**src/rtl/irq_defs_pkg.sv**
```systemverilog
// rtl/irq_defs_pkg.sv - shared constants and helpers for the interrupt controller
package irq_defs;

  localparam int NUM_IRQ     = 8;
  localparam int VEC_ANY_BIT = 7;

  localparam logic [2:0] IRQ_PEND   = 3'd0;
  localparam logic [2:0] IRQ_MASK   = 3'd1;
  localparam logic [2:0] IRQ_MODE   = 3'd2;
  localparam logic [2:0] IRQ_VECTOR = 3'd3;
  localparam logic [2:0] IRQ_ISR    = 3'd4;
  localparam logic [2:0] IRQ_STATUS = 3'd5;

  // One-hot decode of a source index
  function automatic logic [NUM_IRQ-1:0] irq_onehot(input logic [2:0] idx);
    logic [NUM_IRQ-1:0] v;
    v = '0;
    v[idx] = 1'b1;
    return v;
  endfunction

endpackage

```
**src/rtl/prio_enc8.sv**
```systemverilog
// rtl/prio_enc8.sv - lowest-set-bit priority encoder, 8 inputs
module prio_enc8 (
  input  logic [7:0] in_bits,
  output logic       valid,
  output logic [2:0] idx
);

  // Scan from the top so the lowest set bit is the last one to win
  always_comb begin
    valid = 1'b0;
    idx   = 3'd0;
    for (int i = 7; i >= 0; i--) begin
      if (in_bits[i]) begin
        valid = 1'b1;
        idx   = 3'(i);
      end
    end
  end

endmodule

```
**src/rtl/irq_ctrl.sv**
```systemverilog
// rtl/irq_ctrl.sv - eight-input prioritised, nesting interrupt controller
module irq_ctrl
  import irq_defs::*;
(
  input  logic       clk,
  input  logic       rst,
  input  logic [2:0] AD,
  input  logic [7:0] DI,
  output logic [7:0] DO,
  input  logic       rw,
  input  logic       cs,
  input  logic [7:0] irq_in,
  output logic       intr
);

  logic [7:0] irq_q;
  logic [7:0] pend_r;   // latched edge-mode pending bits only
  logic [7:0] mask;
  logic [7:0] mode;
  logic [7:0] isr;
  logic       cs_q;

  logic [7:0] pend;
  logic [7:0] pend_masked;
  logic       pend_valid;
  logic [2:0] pend_idx;
  logic       isr_valid;
  logic [2:0] isr_idx;
  logic       win;
  logic       wr;
  logic       ack;
  logic       eoi;
  logic [7:0] edge_set;
  logic [7:0] pend_clr;
  logic [7:0] vec_word;

  // Level sources mirror the registered line directly; edge sources use the latch
  assign pend        = (pend_r & mode) | (irq_q & ~mode);
  assign pend_masked = pend & mask;

  prio_enc8 u_pend_enc (
    .in_bits (pend_masked),
    .valid   (pend_valid),
    .idx     (pend_idx)
  );

  prio_enc8 u_isr_enc (
    .in_bits (isr),
    .valid   (isr_valid),
    .idx     (isr_idx)
  );

  // A pending source only wins if it strictly outranks everything in service
  assign win  = pend_valid & (~isr_valid | (pend_idx < isr_idx));
  assign intr = win;

  assign wr  = cs & ~rw;
  assign ack = cs & rw & (AD == IRQ_VECTOR) & ~cs_q & win;
  assign eoi = wr & (AD == IRQ_ISR);

  assign edge_set = irq_in & ~irq_q & mode;

  // Write-clear and acknowledge both retire edge bits; a fresh edge overrides
  always_comb begin
    pend_clr = '0;
    if (wr && AD == IRQ_PEND) pend_clr = pend_clr | DI;
    if (ack)                  pend_clr = pend_clr | irq_onehot(pend_idx);
  end

  // Input sampling and chip-select history for edge and acknowledge detection
  always_ff @(posedge clk) begin
    if (rst) begin
      irq_q <= '0;
      cs_q  <= 1'b0;
    end else begin
      irq_q <= irq_in;
      cs_q  <= cs;
    end
  end

  // Edge pending latch; level-mode bits are held at zero here
  always_ff @(posedge clk) begin
    if (rst) pend_r <= '0;
    else     pend_r <= ((pend_r & ~pend_clr) | edge_set) & mode;
  end

  // Configuration registers
  always_ff @(posedge clk) begin
    if (rst) begin
      mask <= '0;
      mode <= '0;
    end else if (wr) begin
      if (AD == IRQ_MASK) mask <= DI;
      if (AD == IRQ_MODE) mode <= DI;
    end
  end

  // In-service set on acknowledge, lowest bit retired on EOI
  always_ff @(posedge clk) begin
    if (rst) begin
      isr <= '0;
    end else if (ack) begin
      isr <= isr | irq_onehot(pend_idx);
    end else if (eoi && isr_valid) begin
      isr <= isr & ~irq_onehot(isr_idx);
    end
  end

  // Vector word: winner flag in the top bit, source index in the low bits
  always_comb begin
    vec_word = '0;
    if (win) begin
      vec_word[2:0]         = pend_idx;
      vec_word[VEC_ANY_BIT] = 1'b1;
    end
  end

  // Read mux, purely combinational from address and state
  always_comb begin
    DO = '0;
    case (AD)
      IRQ_PEND:   DO = pend;
      IRQ_MASK:   DO = mask;
      IRQ_MODE:   DO = mode;
      IRQ_VECTOR: DO = vec_word;
      IRQ_ISR:    DO = isr;
      IRQ_STATUS: DO = {7'b0, intr};
      default:    DO = '0;
    endcase
  end

endmodule

```
**config.mk**
```make
export PLATFORM = sky130hd
export DESIGN_NAME = irq_ctrl
export DESIGN_NICKNAME = d
export VERILOG_FILES = /design/src/rtl/irq_defs_pkg.sv /design/src/rtl/prio_enc8.sv /design/src/rtl/irq_ctrl.sv
export SDC_FILE = /design/constraint.sdc
export NUM_CORES = 1
export LEC_CHECK = 0
export CAP_MARGIN = 20
export CORE_UTILIZATION = 55
export DETAILED_ROUTE_END_ITERATION = 12
export PLACE_DENSITY = 0.88
export REMOVE_ABC_BUFFERS = 1
export SKIP_CTS_REPAIR_TIMING = 1
export SYNTH_ARGS = -nofsm -noshare
export SYNTH_HDL_FRONTEND = slang
export SYNTH_HIERARCHICAL = 1
export SYNTH_SLANG_ARGS = --single-unit
export TNS_END_PERCENT = 10
```
**constraint.sdc**
```tcl
create_clock -name clk -period 3.8 [get_ports clk]
set_input_delay 0.38 -clock clk [delete_from_list [all_inputs] [get_ports clk]]
set_output_delay 0.38 -clock clk [all_outputs]
set_load 0.005 [all_outputs]
```
==> metrics.yaml <==
synth:
  syn_area_per_cell_um2: 8.11
  ys.flop_type: "dfxtp_1"
  synth_top_area_cell: "dfxtp_1"
  ys_top_cells_by_area: "dfxtp_1 (34%), nand2_1 (4.6%), nor2b_1 (4.4%), nor2_1 (4.2%), mux2i_1 (3.7%)"
  synth_cell_type_count: 49
  synth_warnings: 6
  synthCells: 299
  ys_ff_latch: 41
  netlist_area_um2: 2430
  synth_top_cell_area_share: 0.338
  yosysSeqAreaShare: 0.338
  ys_async_sr_fraction: 0
  synth_edf_count: 0
status:
  status: "finished clean"
sta:
  maxSlewHeadroom: 0.483
  setup_viol: 0
  drv_slew: 0
  setup_ws_ns: 0.116
  max_freq_ghz: 0.271
  tightestPinTransition_ns: 0.772
  finalCriticalPeriod_ns: 3.68
  hold_viol_final: 0
  finClkSkew_ns: 0.00529
  timing.final.crit_share: 0.970
pwr:
  finalPower_mw: 0.817
  power.leakage_nw: 1.03
  powerDensity_nw_per_um2: 281
  ir_drop_v: 0.000223
cells_and_area:
  final_area_um2: 2910
  final_util: 0.706
  syn2layout_area_growth_pct: 19.8
  fin_cells: 384
  nNetsFinal: 358
  diodes: 0
  drive_gt1_frac: 0.0988
place:
  dp.cells: 376
  gp_congestion: 1.02
  placed_cell_area_um2: 2810
  place_ws_ns: 0.467
  io_buffers: 31
  dp_hpwl_um: 4860
global_routing:
  overflow: 0
  grt_max_degree: 30
  grt_first_pass_wirelength_um: 10800
  grt_use_total: 0.319
  antenna_found_initial: 0
  first_global_vias: 2320
hold_path:
  hold_class: "flop to flop"
  min_path_cells: 2
floorplan:
  boundaryPins: 32
  dieHeight_um: 68.4
  initial_core_util: 0.590
  dieArea_um2: 4680
  fp.coreArea_um2: 4120
  die_w_um: 68.4
  num_rows: 23
clock_network:
  cts_num_sinks: 41
  clk_latency_ns: 0.29
  ctsLongestPathBuffers: 2
  cts_tree: "yes"
  numCtsBuffers: 5
  htree_levels: 2
  root_buffer: "clkbuf_8"
  clkTransAtPathRegs_ns: 0.07
drt:
  via_count: 2422
  drt_iter0_markers: 292
  ant_nets: 0
  first_pass_iters: 5
  via_per_inst: 6.31
  wirelength_um: 6580
  wl_per_cell_um: 17.1
  drc_errors: 0
setup_path:
  path_cells: "nand2b_1, a21boi_0, nor4_2, nor2b_2, ha_1, a2111oi_4, buf_4, o21ai_0, a31oi_1, clkdlybuf4s50_1"
  critPathLaunchType: "flop"
  cp.buffers_inverters: 2
  critPathMaxStageDelay_ns: 0.52
  path_depth: 10
  cp.required_ns: 3.42
  cpMaxStageDelayCell: "clkdlybuf4s50_1"
  crit_family: "compound AO/OA/AOI/OAI gates"
  arrival_ns: 3.30
  cp-end-kind: "output port"
  r2r.worst_path.cells: 9
  path_max_fanout: 10
  critPathKind: "flop to output port"
job:
  maxCapViolations: 0
-- path summary, 6_finish.rpt --
kind / startpoint / end / slack [ns]
hold reg to reg: mask[3] / mask[3] / 0.48
setup reg to reg: mode[1] / isr[4] / 0.92
hold / removal: mask[3] / mask[3] / 0.48
setup / recovery: mode[1] / DO[0] / 0.12
-- cell type report --
type                    count  area, um^2
repair buffers             44         408
inverters                  23        86.3
flip-flops and latches     41         821
fillers                   349        1210
clock inverters             1        7.51
well taps                  50        62.6
multi-input cells         218        1440
clock buffers               7        76.3
-- Yosys cell counts (all sizes together), types with 8 or more instances --
master / number
dfxtp: 41
nand2: 30
nor2: 27
inv: 23
nor2b: 17
o21ai: 16
a21oi: 13
nand2b: 11
clkbuf: 9
mux2i: 9
a21boi: 8
a311oi: 8
buf: 8
nand3: 8
-- per-stage QoR --
stage / hold WS, ns / TNS (ns)
after floorplan: 0.439 / 0
after global placement: 0.454 / 0
after detailed placement: 0.467 / 0
after CTS: 0.478 / 0
after global routing: 0.502 / -0.00933
final: 0.479 / 0
-- cell families (layout without fill, tap and decap cells) --
group / after synthesis / count (layout) / share of synthesized area
fa+ha+maj: 2 / 2 / 0.0103
buf+inv: 40 / 75 / 0.0712
mux: 9 / 9 / 0.0371
simple gates: 112 / 112 / 0.241
compound gates: 95 / 95 / 0.302
flops: 41 / 41 / 0.338
-- registers in the layout, indices dropped and copies added (netlist names) --
register  flops
cs_q          1
irq_q         8
isr           8
mask          8
mode          8
pend_r        8
-- power by group --
part | switching, mW | internal [mW]
sequential | 0.00506 | 0.437
clock | 0.147 | 0.130
combinational | 0.0502 | 0.0472
total | 0.203 | 0.614
-- tightest hold or removal path: cells and delay by family (launching register included) --
kind | cells | cell delay, ns
flops | 1 | 0.32
simple gates | 1 | 0.06
compound gates | 1 | 0.05
-- per-layer routing --
layer | vias to the layer above | track usage | routed length, um
li1 | 1158 | - | -
met1 | 1132 | 0.407 | 2860
met2 | 116 | 0.522 | 3180
met3 | 16 | 0.0683 | 418
met4 | 0 | 0.120 | 121
met5 | - | 0 | 0
-- cell usage in the layout, fill, tap and decap left out, types with 3 or more instances in the layout --
| cell | n |
|---|---|
| a21oi_1 | 13 |
| a211oi_1 | 4 |
| nor3_1 | 4 |
| nor2b_1 | 16 |
| a21boi_1 | 5 |
| dfxtp_1 | 41 |
| o31a_1 | 3 |
| o211ai_1 | 5 |
| nand2_1 | 30 |
| clkdlybuf4s50_1 | 31 |
| o31ai_1 | 3 |
| nor2_1 | 27 |
| a32o_1 | 6 |
| a22oi_1 | 4 |
| a2bb2oi_1 | 3 |
| o2111ai_1 | 4 |
| mux2i_1 | 9 |
| nand3_1 | 8 |
| a311oi_1 | 8 |
| nand2b_1 | 10 |
| clkbuf_8 | 5 |
| inv_1 | 23 |
| and3b_1 | 3 |
| buf_4 | 13 |
| o21ai_0 | 16 |
Power figures use the tool's default switching activity.
